$ cat src/rtl/rst_seq_pkg.sv
// Shared types and helpers for the reset sequencer.
// State encodings, domain limit and timer width function.
package rst_seq_pkg;

    // Visible on state_o, so the encodings are fixed.
    typedef enum logic [2:0] {
        ST_WAIT_LOCK = 3'd0,
        ST_STABLE    = 3'd1,
        ST_RELEASE   = 3'd2,
        ST_RUN       = 3'd3,
        ST_SOFT_RST  = 3'd4
    } rst_seq_state_e;

    localparam int MAX_DOMAINS = 8;

    // One timer serves every state, so it must hold the
    // larger of the two terminal counts.
    function automatic int rst_seq_cnt_w(input int a,
                                         input int b);
        int m;
        m = (a > b) ? a : b;
        return $clog2(m + 1);
    endfunction

endpackage

$ cat src/rtl/rst_seq_timer.sv
// Shared cycle timer for the reset sequencer.
// Ports: clk_i, rst_i, clr_i (sync clear), en_i (count),
//        tc_i (terminal count), done_o (count == tc_i).
module rst_seq_timer #(
    parameter int CNT_W = 5
) (
    input  logic             clk_i,
    input  logic             rst_i,
    input  logic             clr_i,
    input  logic             en_i,
    input  logic [CNT_W-1:0] tc_i,
    output logic             done_o
);

    logic [CNT_W-1:0] r_cnt;

    always_ff @(posedge clk_i) begin
        if (rst_i || clr_i) begin
            r_cnt <= '0;
        end else if (en_i) begin
            r_cnt <= r_cnt + CNT_W'(1);
        end
    end

    assign done_o = (r_cnt == tc_i);

endmodule

$ cat src/rtl/rst_seq_ctrl.sv
// Power-up / warm reset sequencer: qualifies PLL lock, then
// enables clocks and releases per-domain resets in order.
// Ports: clk_i, rst_i, lock_i, pll_bps_i, testmode_i,
//        sw_rst_i, lost_clr_i -> clk_en_o, rstn_o, ready_o,
//        lock_lost_o, state_o.
module rst_seq_ctrl
    import rst_seq_pkg::*;
#(
    parameter int NUM_DOMAINS        = 4,
    parameter int LOCK_STABLE_CYCLES = 16,
    parameter int STEP_CYCLES        = 8
) (
    input  logic                   clk_i,
    input  logic                   rst_i,
    input  logic                   lock_i,
    input  logic                   pll_bps_i,
    input  logic                   testmode_i,
    input  logic                   sw_rst_i,
    input  logic                   lost_clr_i,
    output logic [NUM_DOMAINS-1:0] clk_en_o,
    output logic [NUM_DOMAINS-1:0] rstn_o,
    output logic                   ready_o,
    output logic                   lock_lost_o,
    output logic [2:0]             state_o
);

    localparam int CNT_W =
        rst_seq_cnt_w(LOCK_STABLE_CYCLES, STEP_CYCLES);
    localparam int IDX_W = $clog2(MAX_DOMAINS);

    localparam logic [CNT_W-1:0] TC_STABLE =
        CNT_W'(LOCK_STABLE_CYCLES - 1);
    localparam logic [CNT_W-1:0] TC_STEP =
        CNT_W'(STEP_CYCLES - 1);

    rst_seq_state_e r_state;
    rst_seq_state_e w_state_nxt;

    logic [IDX_W-1:0]       r_idx;
    logic [IDX_W-1:0]       w_idx_nxt;
    logic [NUM_DOMAINS-1:0] r_clk_en;
    logic [NUM_DOMAINS-1:0] w_clk_en_nxt;
    logic [NUM_DOMAINS-1:0] r_rstn;
    logic [NUM_DOMAINS-1:0] w_rstn_nxt;
    logic                   r_ready;
    logic                   w_ready_nxt;
    logic                   r_lost;
    logic                   w_lost_set;

    logic                   w_bypass;
    logic                   w_lock_eff;
    logic                   w_last;
    logic [NUM_DOMAINS-1:0] w_sel;
    logic [NUM_DOMAINS-1:0] w_sel_nxt;

    logic                   w_tmr_clr;
    logic                   w_tmr_en;
    logic [CNT_W-1:0]       w_tmr_tc;
    logic                   w_tmr_done;

    assign w_bypass   = pll_bps_i | testmode_i;
    assign w_lock_eff = lock_i | w_bypass;
    assign w_last     = (int'(r_idx) == NUM_DOMAINS - 1);

    // One-hot masks for the current and the following step.
    always_comb begin
        w_sel     = '0;
        w_sel_nxt = '0;
        for (int k = 0; k < NUM_DOMAINS; k++) begin
            w_sel[k]     = (int'(r_idx) == k);
            w_sel_nxt[k] = (int'(r_idx) + 1 == k);
        end
    end

    rst_seq_timer #(
        .CNT_W (CNT_W)
    ) u_timer (
        .clk_i  (clk_i),
        .rst_i  (rst_i),
        .clr_i  (w_tmr_clr),
        .en_i   (w_tmr_en),
        .tc_i   (w_tmr_tc),
        .done_o (w_tmr_done)
    );

    always_ff @(posedge clk_i) begin
        if (rst_i) begin
            r_state  <= ST_WAIT_LOCK;
            r_idx    <= '0;
            r_clk_en <= '0;
            r_rstn   <= '0;
            r_ready  <= 1'b0;
            r_lost   <= 1'b0;
        end else begin
            r_state  <= w_state_nxt;
            r_idx    <= w_idx_nxt;
            r_clk_en <= w_clk_en_nxt;
            r_rstn   <= w_rstn_nxt;
            r_ready  <= w_ready_nxt;
            // A new loss beats a clear in the same cycle.
            if (w_lost_set) begin
                r_lost <= 1'b1;
            end else if (lost_clr_i) begin
                r_lost <= 1'b0;
            end
        end
    end

    always_comb begin
        w_state_nxt  = r_state;
        w_idx_nxt    = r_idx;
        w_clk_en_nxt = r_clk_en;
        w_rstn_nxt   = r_rstn;
        w_ready_nxt  = r_ready;
        w_lost_set   = 1'b0;
        w_tmr_clr    = 1'b0;
        w_tmr_en     = 1'b0;
        w_tmr_tc     = TC_STEP;

        unique case (r_state)
            ST_WAIT_LOCK: begin
                w_tmr_clr = 1'b1;
                if (w_lock_eff) begin
                    // Bypass/test clocks need no settling.
                    if (w_bypass) begin
                        w_state_nxt     = ST_RELEASE;
                        w_idx_nxt       = '0;
                        w_clk_en_nxt[0] = 1'b1;
                    end else begin
                        w_state_nxt = ST_STABLE;
                    end
                end
            end

            ST_STABLE: begin
                w_tmr_tc = TC_STABLE;
                if (!w_lock_eff) begin
                    w_state_nxt = ST_WAIT_LOCK;
                    w_tmr_clr   = 1'b1;
                end else if (w_tmr_done) begin
                    w_state_nxt     = ST_RELEASE;
                    w_idx_nxt       = '0;
                    w_clk_en_nxt[0] = 1'b1;
                    w_tmr_clr       = 1'b1;
                end else begin
                    w_tmr_en = 1'b1;
                end
            end

            ST_RELEASE: begin
                w_clk_en_nxt = r_clk_en | w_sel;
                if (w_tmr_done) begin
                    w_tmr_clr  = 1'b1;
                    w_rstn_nxt = r_rstn | w_sel;
                    if (w_last) begin
                        w_state_nxt = ST_RUN;
                        w_ready_nxt = 1'b1;
                    end else begin
                        // Next clock starts with its step.
                        w_idx_nxt    = r_idx + IDX_W'(1);
                        w_clk_en_nxt = r_clk_en | w_sel
                                     | w_sel_nxt;
                    end
                end else begin
                    w_tmr_en = 1'b1;
                end
            end

            ST_RUN: begin
                if (sw_rst_i) begin
                    w_state_nxt = ST_SOFT_RST;
                    w_rstn_nxt  = '0;
                    w_ready_nxt = 1'b0;
                    w_tmr_clr   = 1'b1;
                end
            end

            ST_SOFT_RST: begin
                // Clocks keep running through the hold.
                if (w_tmr_done) begin
                    w_state_nxt = ST_RELEASE;
                    w_idx_nxt   = '0;
                    w_tmr_clr   = 1'b1;
                end else begin
                    w_tmr_en = 1'b1;
                end
            end

            default: begin
                w_state_nxt  = ST_WAIT_LOCK;
                w_idx_nxt    = '0;
                w_clk_en_nxt = '0;
                w_rstn_nxt   = '0;
                w_ready_nxt  = 1'b0;
                w_tmr_clr    = 1'b1;
            end
        endcase

        // Lock loss overrides step completion and sw reset.
        if (!w_lock_eff &&
            (r_state == ST_RELEASE ||
             r_state == ST_RUN ||
             r_state == ST_SOFT_RST)) begin
            w_state_nxt  = ST_WAIT_LOCK;
            w_idx_nxt    = '0;
            w_clk_en_nxt = '0;
            w_rstn_nxt   = '0;
            w_ready_nxt  = 1'b0;
            w_lost_set   = 1'b1;
            w_tmr_clr    = 1'b1;
            w_tmr_en     = 1'b0;
        end
    end

    assign clk_en_o    = r_clk_en;
    assign rstn_o      = r_rstn;
    assign ready_o     = r_ready;
    assign lock_lost_o = r_lost;
    assign state_o     = r_state;

endmodule

$ cat config.mk
export PLATFORM = sky130hd
export DESIGN_NAME = rst_seq_ctrl
export DESIGN_NICKNAME = d
export VERILOG_FILES = /design/src/rtl/rst_seq_pkg.sv /design/src/rtl/rst_seq_timer.sv /design/src/rtl/rst_seq_ctrl.sv
export SDC_FILE = /design/constraint.sdc
export NUM_CORES = 1
export LEC_CHECK = 0
export CORE_MARGIN = 2
export CORE_UTILIZATION = 45
export DETAILED_ROUTE_END_ITERATION = 8
export PLACE_DENSITY = 0.71
export SYNTH_ARGS = -nofsm -noshare
export SYNTH_HDL_FRONTEND = slang
export SYNTH_HIERARCHICAL = 1
export SYNTH_SLANG_ARGS = --single-unit
$ cat constraint.sdc
create_clock -name clk_i -period 2.2 [get_ports clk_i]
set_input_delay 0.55 -clock clk_i [delete_from_list [all_inputs] [get_ports clk_i]]
set_output_delay 0.55 -clock clk_i [all_outputs]
set_load 0.005 [all_outputs]
## Yosys cells after proc, flatten, opt, wreduce, memory -nomap -nowiden

Cells that the tools add are included.

- Register bits: 21
- Input port bits: 7
- Output and inout bits: 13
- Logic and storage cells: 100

- Add/subtract/negate cells: 3
- Equal/unequal tests: 19
- Muxes and demuxes: 43
- Bitwise operators: 8
- Reduce and logical (&&, ||, !) cells: 19

Operator list:

| cell | count |
|---|---|
| 3-bit 2-to-1 mux | 12 |
| 32-bit by 2-bit == test with 1-bit output, second input constant | 1 |
| 32-bit by 3-bit == test with 1-bit output, second input constant | 1 |
| 32-bit zero test | 1 |
| 3-bit one-hot mux with 5 select lines | 2 |
| 4-bit 2-to-1 mux | 5 |
| 1-bit 2-to-1 mux | 17 |
| 2-bit != test, second input constant | 6 |
| 4-bit OR | 3 |
| 4-bit one-hot mux with 3 select lines | 1 |
| 3-bit by 2-bit == test with 1-bit output, second input constant | 3 |
| 3-bit == test, second input constant | 3 |
| 4-bit AND reduction | 2 |
| 3-bit zero test | 2 |
| 1-bit one-hot mux with 3 select lines | 2 |
| 3-bit one-hot mux with 2 select lines | 1 |
| 6-bit AND reduction | 1 |
| 2-bit OR reduction | 3 |
| 5-bit by 1-bit adder with 5-bit output, second input constant | 1 |
| 5-bit by 4-bit == test with 1-bit output | 1 |
| 5-bit AND reduction | 1 |
| 3-bit by 1-bit adder with 4-bit output, second input constant | 1 |
| 4-bit by 2-bit == test with 1-bit output, second input constant | 1 |
| 2-bit by 1-bit != test with 1-bit output, second input constant | 2 |
| 14 further kinds | 19 |

## Longest topological paths before layout

Gate-level depths: netlist (run 1).

- Depth after elaboration: 8
- Mapped depth: 12
- Gate-level depth less buffers: 8

## Modules after synthesis

The synthesis (run 1) kept the hierarchy.

Modules (own cells, without submodules):

| module | times used | cells an instance | area an instance (µm²) | seq. area each (µm²) |
|---|---|---|---|---|
| rst_seq_ctrl | 1 | 127 | 1033.5 | 320.3 |
| rst_seq_timer | 1 | 26 | 252.7 | 100.1 |

## Worst setup path before layout (run 1)

No wires, ideal clock.

- Path kind: register -> register
- Start: reg r_state[0], in the netlist state_o[0]
- End: reg u_timer.r_cnt[3]
- Library setup time: 78 ps
- Data arrival time: 2341 ps
- Required time: 2122 ps
- Path slack: -219 ps
- Cell stages (with the launch flop): 12
- Path buffers: 4
- Clock period less this slack: 2419 ps
- Path through: dfxtp_1 buf_4 buf_2 buf_2 nor3b_1 xor2_1 nor3_1 buf_2 nor3_1 nand4_1 xor2_1 nor3_1

- Elaborated cells between the ends (all ways): 19
- Classes of those cells: eq/ne: 5; mux: 9; reduce/logical: 5

RTL lines:

| item | line | RTL |
|---|---|---|
| start, declared | rst_seq_ctrl.sv:36 | `rst_seq_state_e r_state;` |
| start signal, assigned | rst_seq_ctrl.sv:95 | `r_state <= w_state_nxt;` |
| 3-bit by 1-bit == test with 1-bit output * | rst_seq_ctrl.sv:120 | `unique case (r_state)` |
| 4-bit 2-to-1 mux * | rst_seq_ctrl.sv:120 |  |
| named net w_tmr_tc[3] | rst_seq_ctrl.sv:58 | `logic [CNT_W-1:0] w_tmr_tc;` |
| 5-bit by 4-bit == test with 1-bit output * | rst_seq_timer.sv:25 | `assign done_o = (r_cnt == tc_i);` |
| named net w_tmr_done | rst_seq_ctrl.sv:59 | `logic w_tmr_done;` |
| 1-bit 2-to-1 mux * | rst_seq_ctrl.sv:140, rst_seq_ctrl.sv:152, rst_seq_ctrl.sv:180 |  |
| 1-bit 2-to-1 mux | rst_seq_ctrl.sv:137 | `if (!w_lock_eff) begin` |
| 1-bit one-hot mux with 2 select lines * | rst_seq_ctrl.sv:120 |  |
| 1-bit 2-to-1 mux * | rst_seq_ctrl.sv:200 | `if (!w_lock_eff &&` |
| named net w_tmr_en | rst_seq_ctrl.sv:57 | `logic w_tmr_en;` |
| end signal, assigned | rst_seq_timer.sv:21 | `r_cnt <= r_cnt + CNT_W'(1);` |
| end, declared | rst_seq_timer.sv:15 | `logic [CNT_W-1:0] r_cnt;` |

Mark *: on every way through the listed nets, which the timed path passes. The rest lies on a longest branch.
A chain may end at the register's enable or synchronous reset.

## Worst setup path in the final report (run 1)

- Start: reg r_state[1], in the netlist state_o[1]
- End: out state_o[1]

RTL lines:

| item | line | RTL |
|---|---|---|
| end, declared | rst_seq_ctrl.sv:24 | `output logic [2:0] state_o` |

No word-level cell between the ends.

==> results of run 1 <==
## flip-flops by register name (all words and copies together), names as in the netlist
signal / flops
u_timer/r_cnt: 5
clk_en_o: 4
rstn_o: 4
r_idx: 3
state_o: 3
lock_lost_o: 1
ready_o: 1
## cell usage after synthesis (2+ instances only)
cell type,instances,area [µm²]
sky130_fd_sc_hd__clkbuf_1,2,7.51
sky130_fd_sc_hd__ha_1,7,87.6
sky130_fd_sc_hd__a222oi_1,2,20.0
sky130_fd_sc_hd__inv_1,4,15.0
sky130_fd_sc_hd__nand2b_1,2,12.5
sky130_fd_sc_hd__and3_1,2,12.5
sky130_fd_sc_hd__a21oi_1,15,75.1
sky130_fd_sc_hd__nand4b_1,2,17.5
sky130_fd_sc_hd__nor3_1,13,65.1
sky130_fd_sc_hd__nand4_1,4,25.0
sky130_fd_sc_hd__nand3_1,5,25.0
sky130_fd_sc_hd__nor3b_1,4,30.0
sky130_fd_sc_hd__a31oi_1,2,12.5
sky130_fd_sc_hd__buf_2,4,20.0
sky130_fd_sc_hd__xnor2_1,5,43.8
sky130_fd_sc_hd__nor2_1,12,45.0
sky130_fd_sc_hd__o21ai_0,3,15.0
sky130_fd_sc_hd__buf_4,2,15.0
sky130_fd_sc_hd__nand2_1,8,30.0
sky130_fd_sc_hd__a211oi_1,2,15.0
sky130_fd_sc_hd__xor2_1,5,43.8
sky130_fd_sc_hd__conb_1,2,7.51
sky130_fd_sc_hd__a32oi_1,2,17.5
sky130_fd_sc_hd__dfxtp_1,21,420
sky130_fd_sc_hd__o31ai_1,2,15.0
sky130_fd_sc_hd__mux2i_1,2,20.0
## how the worst min path moves through the flow
stage                      startpoint     endpoint  cells past startpoint
after CTS                   rstn_o[0]    rstn_o[0]                      2
after global placement      rstn_o[1]    rstn_o[1]                      2
after floorplan           lock_lost_o  lock_lost_o                      2
after detailed placement      ready_o      ready_o                      2
after global routing      lock_lost_o  lock_lost_o                      2
final                       rstn_o[3]    rstn_o[3]                      2
## worst max-delay path, stage by stage, from the launching register on
cell	delay (ns)
sky130_fd_sc_hd__dfxtp_1	0.41
sky130_fd_sc_hd__buf_4	0.28
sky130_fd_sc_hd__clkdlybuf4s50_1	0.55
## per-layer routing
layer | track usage, % | vias up | part of all wire [%]
met4 | 3.99 | 0 | 0.32
met2 | 32.8 | 44 | 48
li1 | - | 610 | -
met3 | 5.22 | 2 | 5.8
met1 | 26.3 | 598 | 46
met5 | 0 | - | 0
## through the flow
stage	utilization (%)	cell area (µm²)	total power [µW]	cells
after CTS	58.4	1600	1510	209
final	58.9	1610	1520	209
after detailed placement	57.5	1570	1320	205
after floorplan	-	1330	1110	155
after global placement	57.5	1570	1300	205
after global routing	58.9	1610	1630	209
## power by group through the flow
stage	registers [µW]	clock network [µW]	logic (µW)
6_report	478	188	852
5_1_grt	484	209	936
4_1_cts	477	193	838
3_5_place_dp	486	0	835
3_3_place_gp	484	0	820
2_1_floorplan	481	0	625
## cell type report
cell class	count	area [µm²]
Multi-Input combinational cell	122	858
Inverter	4	15.0
Clock buffer	4	26.3
Tap cell	31	38.8
Timing Repair Buffer	27	250
Sequential cell	21	420
Fill cell	244	1120
## kinds of logic (layout without fill, tap and decap cells)
| group | Yosys count | count (layout) | share of synthesized area (%) |
|---|---|---|---|
| compound gates | 39 | 39 | 20.8 |
| fa+ha+maj | 7 | 7 | 6.81 |
| other cells | 2 | 4 | 0.584 |
| buf+inv | 12 | 35 | 4.47 |
| mux | 2 | 2 | 1.56 |
| simple gates | 60 | 60 | 26.3 |
| flops | 21 | 21 | 32.7 |
| xor+xnor | 10 | 10 | 6.81 |
## repair_timing
action | in CTS | in global routing
gates resized for setup | 0 | 2
buffers inserted | 0 | 0
setup endpoints to repair | 0 | 4
==> summary.txt, run 1 <==
STA
  – Final setup violation count: 0
  – Final cycle utilization of the critical path: between 90 and 100%
  – Max-slew headroom at the worst pin: 64.4%
  – Achievable frequency: 479 MHz
  – Final worst clock skew: 0.00200 ns
  – Final min period: around 2.1 ns
  – Count of pins over their slew limit: 0
  – Final number of hold-violating endpoints: 0
  – Unrepaired setup endpoints after global routing: false
  – Setup total negative slack: 0 ns
  – Worst path setup slack after routing: between 0.1 and 0.15 ns
  – Slew at the pin closest to its max-slew limit: 0.528 ns
  – Minimum hold slack: between 0.4 and 0.5 ns

Floorplanning
  – Std-Cell Rows: 19
  – Starting density of the core: 47.0%
  – Count of boundary I/O pins: 20
  – Core area: about 2700 µm²
  – Die Span Y: 57.5 µm
  – Die footprint: 3300 µm²
  – Die W: between 50 and 60 µm

Synth
  – Post-Synthesis Mean Instance Area: 8.41 µm²
  – FFs w/ async S/R, synth: 0%
  – Post-synth EDFFs: 0
  – Leading register cell type out of synthesis: sky130_fd_sc_hd__dfxtp_1
  – Number of unique standard cell types used by synthesis: 45
  – Cell area after synthesis: 1290 µm²
  – Register bit count reported by yosys: 21
  – Sequential element share of the synthesized area: around a third
  – Number of warnings issued by yosys: 6
  – Cells after synthesis: 153

Detailed routing
  – Antenna-violating nets left: 0
  – DRC violation count after routing: 0
  – Vias after detailed routing: 1,254
  – WL per Instance: 15.0 µm
  – Drt total wl: 3140 µm
  – Avg Vias per Cell: 6.00
  – Detailed Route Iter0 Violations: 64
  – First-pass iteration count of the detailed router: 5

Critical path
  – Reg-to-reg critical path startpoint: u_timer/r_cnt[0]
  – Worst setup path start: state_o[1]
  – Crit Reg-Reg Endpoint: r_idx[2]
  – Worst EP arrival: approximately 1.5 ns
  – Number of cells on the worst reg-to-reg path: 8
  – R2R setup slack: 0.15 ns
  – Startpoint type of the worst setup path: register
  – Critical Path End Type: primary output
  – Data required time at the worst endpoint: 1.65 ns
  – Startpoint-to-endpoint class of the critical path: reg2out
  – Endpoint of the most critical setup path: state_o[1]
  – Critical-path maximum fanout: 26

Worst hold path
  – Type of the most critical hold path: reg2reg

GRT
  – Number of global-route vias before repair: between 1,000 and 1,500
  – Largest net degree at the start of global routing: 28
  – Antenna violations before repair: 0
  – Total GRT Usage: about a fifth
  – First-pass GRT wire length: 5300 µm
  – Total gr overflow: 0

Placement
  – Post-placement worst setup slack: 0.0897 ns
  – Routability congestion estimate from global placement: between 0.8 and 0.9
  – Count of input and output buffers: 19
  – Detailed placement HPWL: approximately 2400 µm

Clocking
  – Skew-Pair Late Insertion Delay: 0.30 ns
  – Number of H-tree levels: 1
  – Count of clock tree sinks: 21
  – Clock tree root buffer cell: sky130_fd_sc_hd__clkbuf_4
  – # hold bufs at CTS: 0
  – CTS tree: yes
  – Maximum count of clock buffers along a single path: 2
  – Clock buffers created by TritonCTS: 3
  – Clock-pin slew on the worst setup and hold paths: around 0.12 ns

Pwr
  – Part of the total power dissipated in the clock network: between 10% and 20%
  – Sequential power share: 31.5%
  – Logic pwr share: 56.1%
  – Switch Pwr: between 600 and 700 µW
  – Leakage Power: between 0.0005 and 0.0006 µW
  – Fraction of power spent switching nets: 42.2%
  – Internal Dissipation: ~880 µW
  – Highest ir drop seen on vdd: 755 µV
  – Pwr dens: 944 nW/µm²

Layout
  – Nets: 193
  – Antenna diode count: 0
  – Share of cells above drive strength 1: about an eighth
  – Most common cell after layout, fill and taps aside: sky130_fd_sc_hd__dfxtp_1
  – Layout overhead on the synthesized area: 25.1%
  – Commonest non-fill, non-tap cells in the layout: 21 x sky130_fd_sc_hd__dfxtp_1, 19 x sky130_fd_sc_hd__clkdlybuf4s50_1, 15 x sky130_fd_sc_hd__a21oi_1

Flow run
  – # Max-Cap Violations: 0

Status
  – Outcome: finished, final reports clean
Power figures use the tool's default switching activity.
==> run 2: changes to the inputs <==
- PLACE_DENSITY: 0.71 -> 0.8
==> run 2 against run 1 <==
Effect of this change: worst hold slack got worse by 0.018 ns; die area stayed put; clock skew increased by 0.0075 ns; cell area shrank 1.2%.
==> summary.txt, run 2 (synthesis gave the netlist of run 1 again) <==
GRT
  – Total GRT Usage: between 20% and 30%
  – Number of global-route vias before repair: 1,155
  – First-pass GRT wire length: 5270 µm
  – Largest net degree at the start of global routing: 27
  – Total gr overflow: 0
  – Antenna violations before repair: 0

Detailed routing
  – WL per Instance: ~14 µm
  – Detailed-routed wire length on met3: 154 µm
  – M1 WL: 1450 µm
  – Avg Vias per Cell: 5.87
  – DRC violation count after routing: 0
  – Drt total wl: 2950 µm
  – Detailed Route Iter0 Violations: 69
  – First-pass iteration count of the detailed router: 5
  – Total met2 wirelength after detailed routing: around 1300 µm
  – Antenna-violating nets left: 0
  – Vias after detailed routing: 1,221
  – Top metal layer carrying routed signals: met4

Placement
  – Placed cell count: just over 200
  – Count of input and output buffers: 19
  – Placed cell area: 1560 µm²
  – Routability congestion estimate from global placement: 0.859
  – Detailed placement HPWL: 2190 µm

Clocking
  – Clock buffers created by TritonCTS: 3
  – Maximum count of clock buffers along a single path: 2
  – Number of H-tree levels: 1
  – Skew-Pair Late Insertion Delay: just over 0.3 ns
  – Count of clock tree sinks: 21
  – Clock tree root buffer cell: sky130_fd_sc_hd__clkbuf_4
  – Number of gates resized after cts: 0
  – Number of setup buffers added after CTS: 0
  – CTS tree: yes
  – Clock-pin slew on the worst setup and hold paths: 0.13 ns
  – # hold bufs at CTS: 0

Pwr
  – Highest ir drop seen on vdd: 925 µV
  – Internal Dissipation: approximately 870 µW
  – Pwr dens: approximately 950 nW/µm²
  – Fraction of power spent switching nets: 42.1%
  – Sequential power share: 32.0%
  – Logic pwr share: 55.0%
  – Switch Pwr: 633 µW
  – Part of the total power dissipated in the clock network: roughly an eighth
  – Leakage Power: 0.000570 µW

Floorplanning
  – Die W: 57.5 µm
  – Std-Cell Rows: 19
  – Die footprint: roughly 3300 µm²
  – Starting density of the core: 47.0%
  – Core area: 2730 µm²
  – Count of boundary I/O pins: 20
  – Die Span Y: around 57 µm

Flow run
  – # Max-Cap Violations: 0

STA
  – Setup total negative slack: 0 ns
  – Unrepaired setup endpoints after global routing: false
  – Final number of hold-violating endpoints: 0
  – Final min period: 2.05 ns
  – Final setup violation count: 0
  – Final worst clock skew: 0.00952 ns
  – Achievable frequency: 487 MHz
  – Count of pins over their slew limit: 0
  – Final cycle utilization of the critical path: 93.4%

Layout
  – Antenna diode count: 0
  – Layout overhead on the synthesized area: 23.6%
  – Core utilization of the finished layout: 58.2%
  – Share of cells above drive strength 1: 11.9%
  – Nets: 192
  – Flip-flop count of the largest register after layout: 5
  – Layout Cell Area excl Fill: 1590 µm²
  – Commonest non-fill, non-tap cells in the layout: 21 x sky130_fd_sc_hd__dfxtp_1, 19 x sky130_fd_sc_hd__clkdlybuf4s50_1, 15 x sky130_fd_sc_hd__a21oi_1
  – Largest reg by FF count: u_timer/r_cnt
  – Most common cell after layout, fill and taps aside: sky130_fd_sc_hd__dfxtp_1
  – Non-filler instance count after layout: 208
  – Count of filler cells inserted in the layout: 234

Worst hold path
  – Type of the most critical hold path: reg2reg

Critical path
  – Data required time at the worst endpoint: ~1.7 ns
  – Critical-path maximum fanout: 26
  – Startpoint-to-endpoint class of the critical path: reg2out
  – Critical Path End Type: primary output
  – Worst EP arrival: 1.50 ns
  – Startpoint type of the worst setup path: register

Status
  – Outcome: finished, final reports clean
==> run 2: cell types whose count changed in the layout (fill, tap and decap cells not counted), sizes merged <==
| cell | change |
|---|---|
| buf | -1 |
==> run 2: path summary, 6_finish.rpt <==
path | startpoint | endpoint | slack (ns) | cells after the start
worst max-delay path | state_o[0] | state_o[0] | 0.15 | 2
worst min-delay path | lock_lost_o | lock_lost_o | 0.48 | 2
worst max register to register | state_o[2] | u_timer/r_cnt[3] | 0.27 | 7
worst min register to register | lock_lost_o | lock_lost_o | 0.48 | 2
==> run 2: power groups by stage <==
stage	combinational, µW	sequential, µW	clock (µW)
floorplan	625	481	0
global placement	805	486	0
detailed placement	820	492	0
CTS	822	483	200
global route	920	492	215
finish	827	482	195
==> run 2: area by class of cell <==
class	count	area [µm²]	share of cell area [%]
multi-input cells	122	847	53.3
flip-flops and latches	21	420	26.4
repair buffers	26	243	15.3
well taps	31	38.8	2.44
clock buffers	4	26.3	1.65
inverters	4	15.0	0.944
==> run 2: critical path, cell delays in order, from the launching register on <==
cell and delay, ns:
sky130_fd_sc_hd__dfxtp_1 0.37, sky130_fd_sc_hd__buf_4 0.27, sky130_fd_sc_hd__clkdlybuf4s50_1 0.55
==> run 2: per-stage QoR <==
| step | hold WS (ns) | total power, µW | setup slack (ns) |
|---|---|---|---|
| 2_1_floorplan | 0.460 | 1110 | 0.0391 |
| 3_3_place_gp | 0.461 | 1290 | 0.208 |
| 3_5_place_dp | 0.468 | 1310 | 0.126 |
| 4_1_cts | 0.486 | 1500 | 0.142 |
| 5_1_grt | 0.514 | 1630 | 0.0445 |
| 6_report | 0.478 | 1500 | 0.146 |
==> run 2: routing by layer <==
| metal | vias up | track usage [%] |
|---|---|---|
| met5 | - | 0 |
| met4 | 0 | 10.3 |
| met3 | 8 | 2.72 |
| met2 | 46 | 27.9 |
| met1 | 559 | 29.9 |
| li1 | 608 | - |
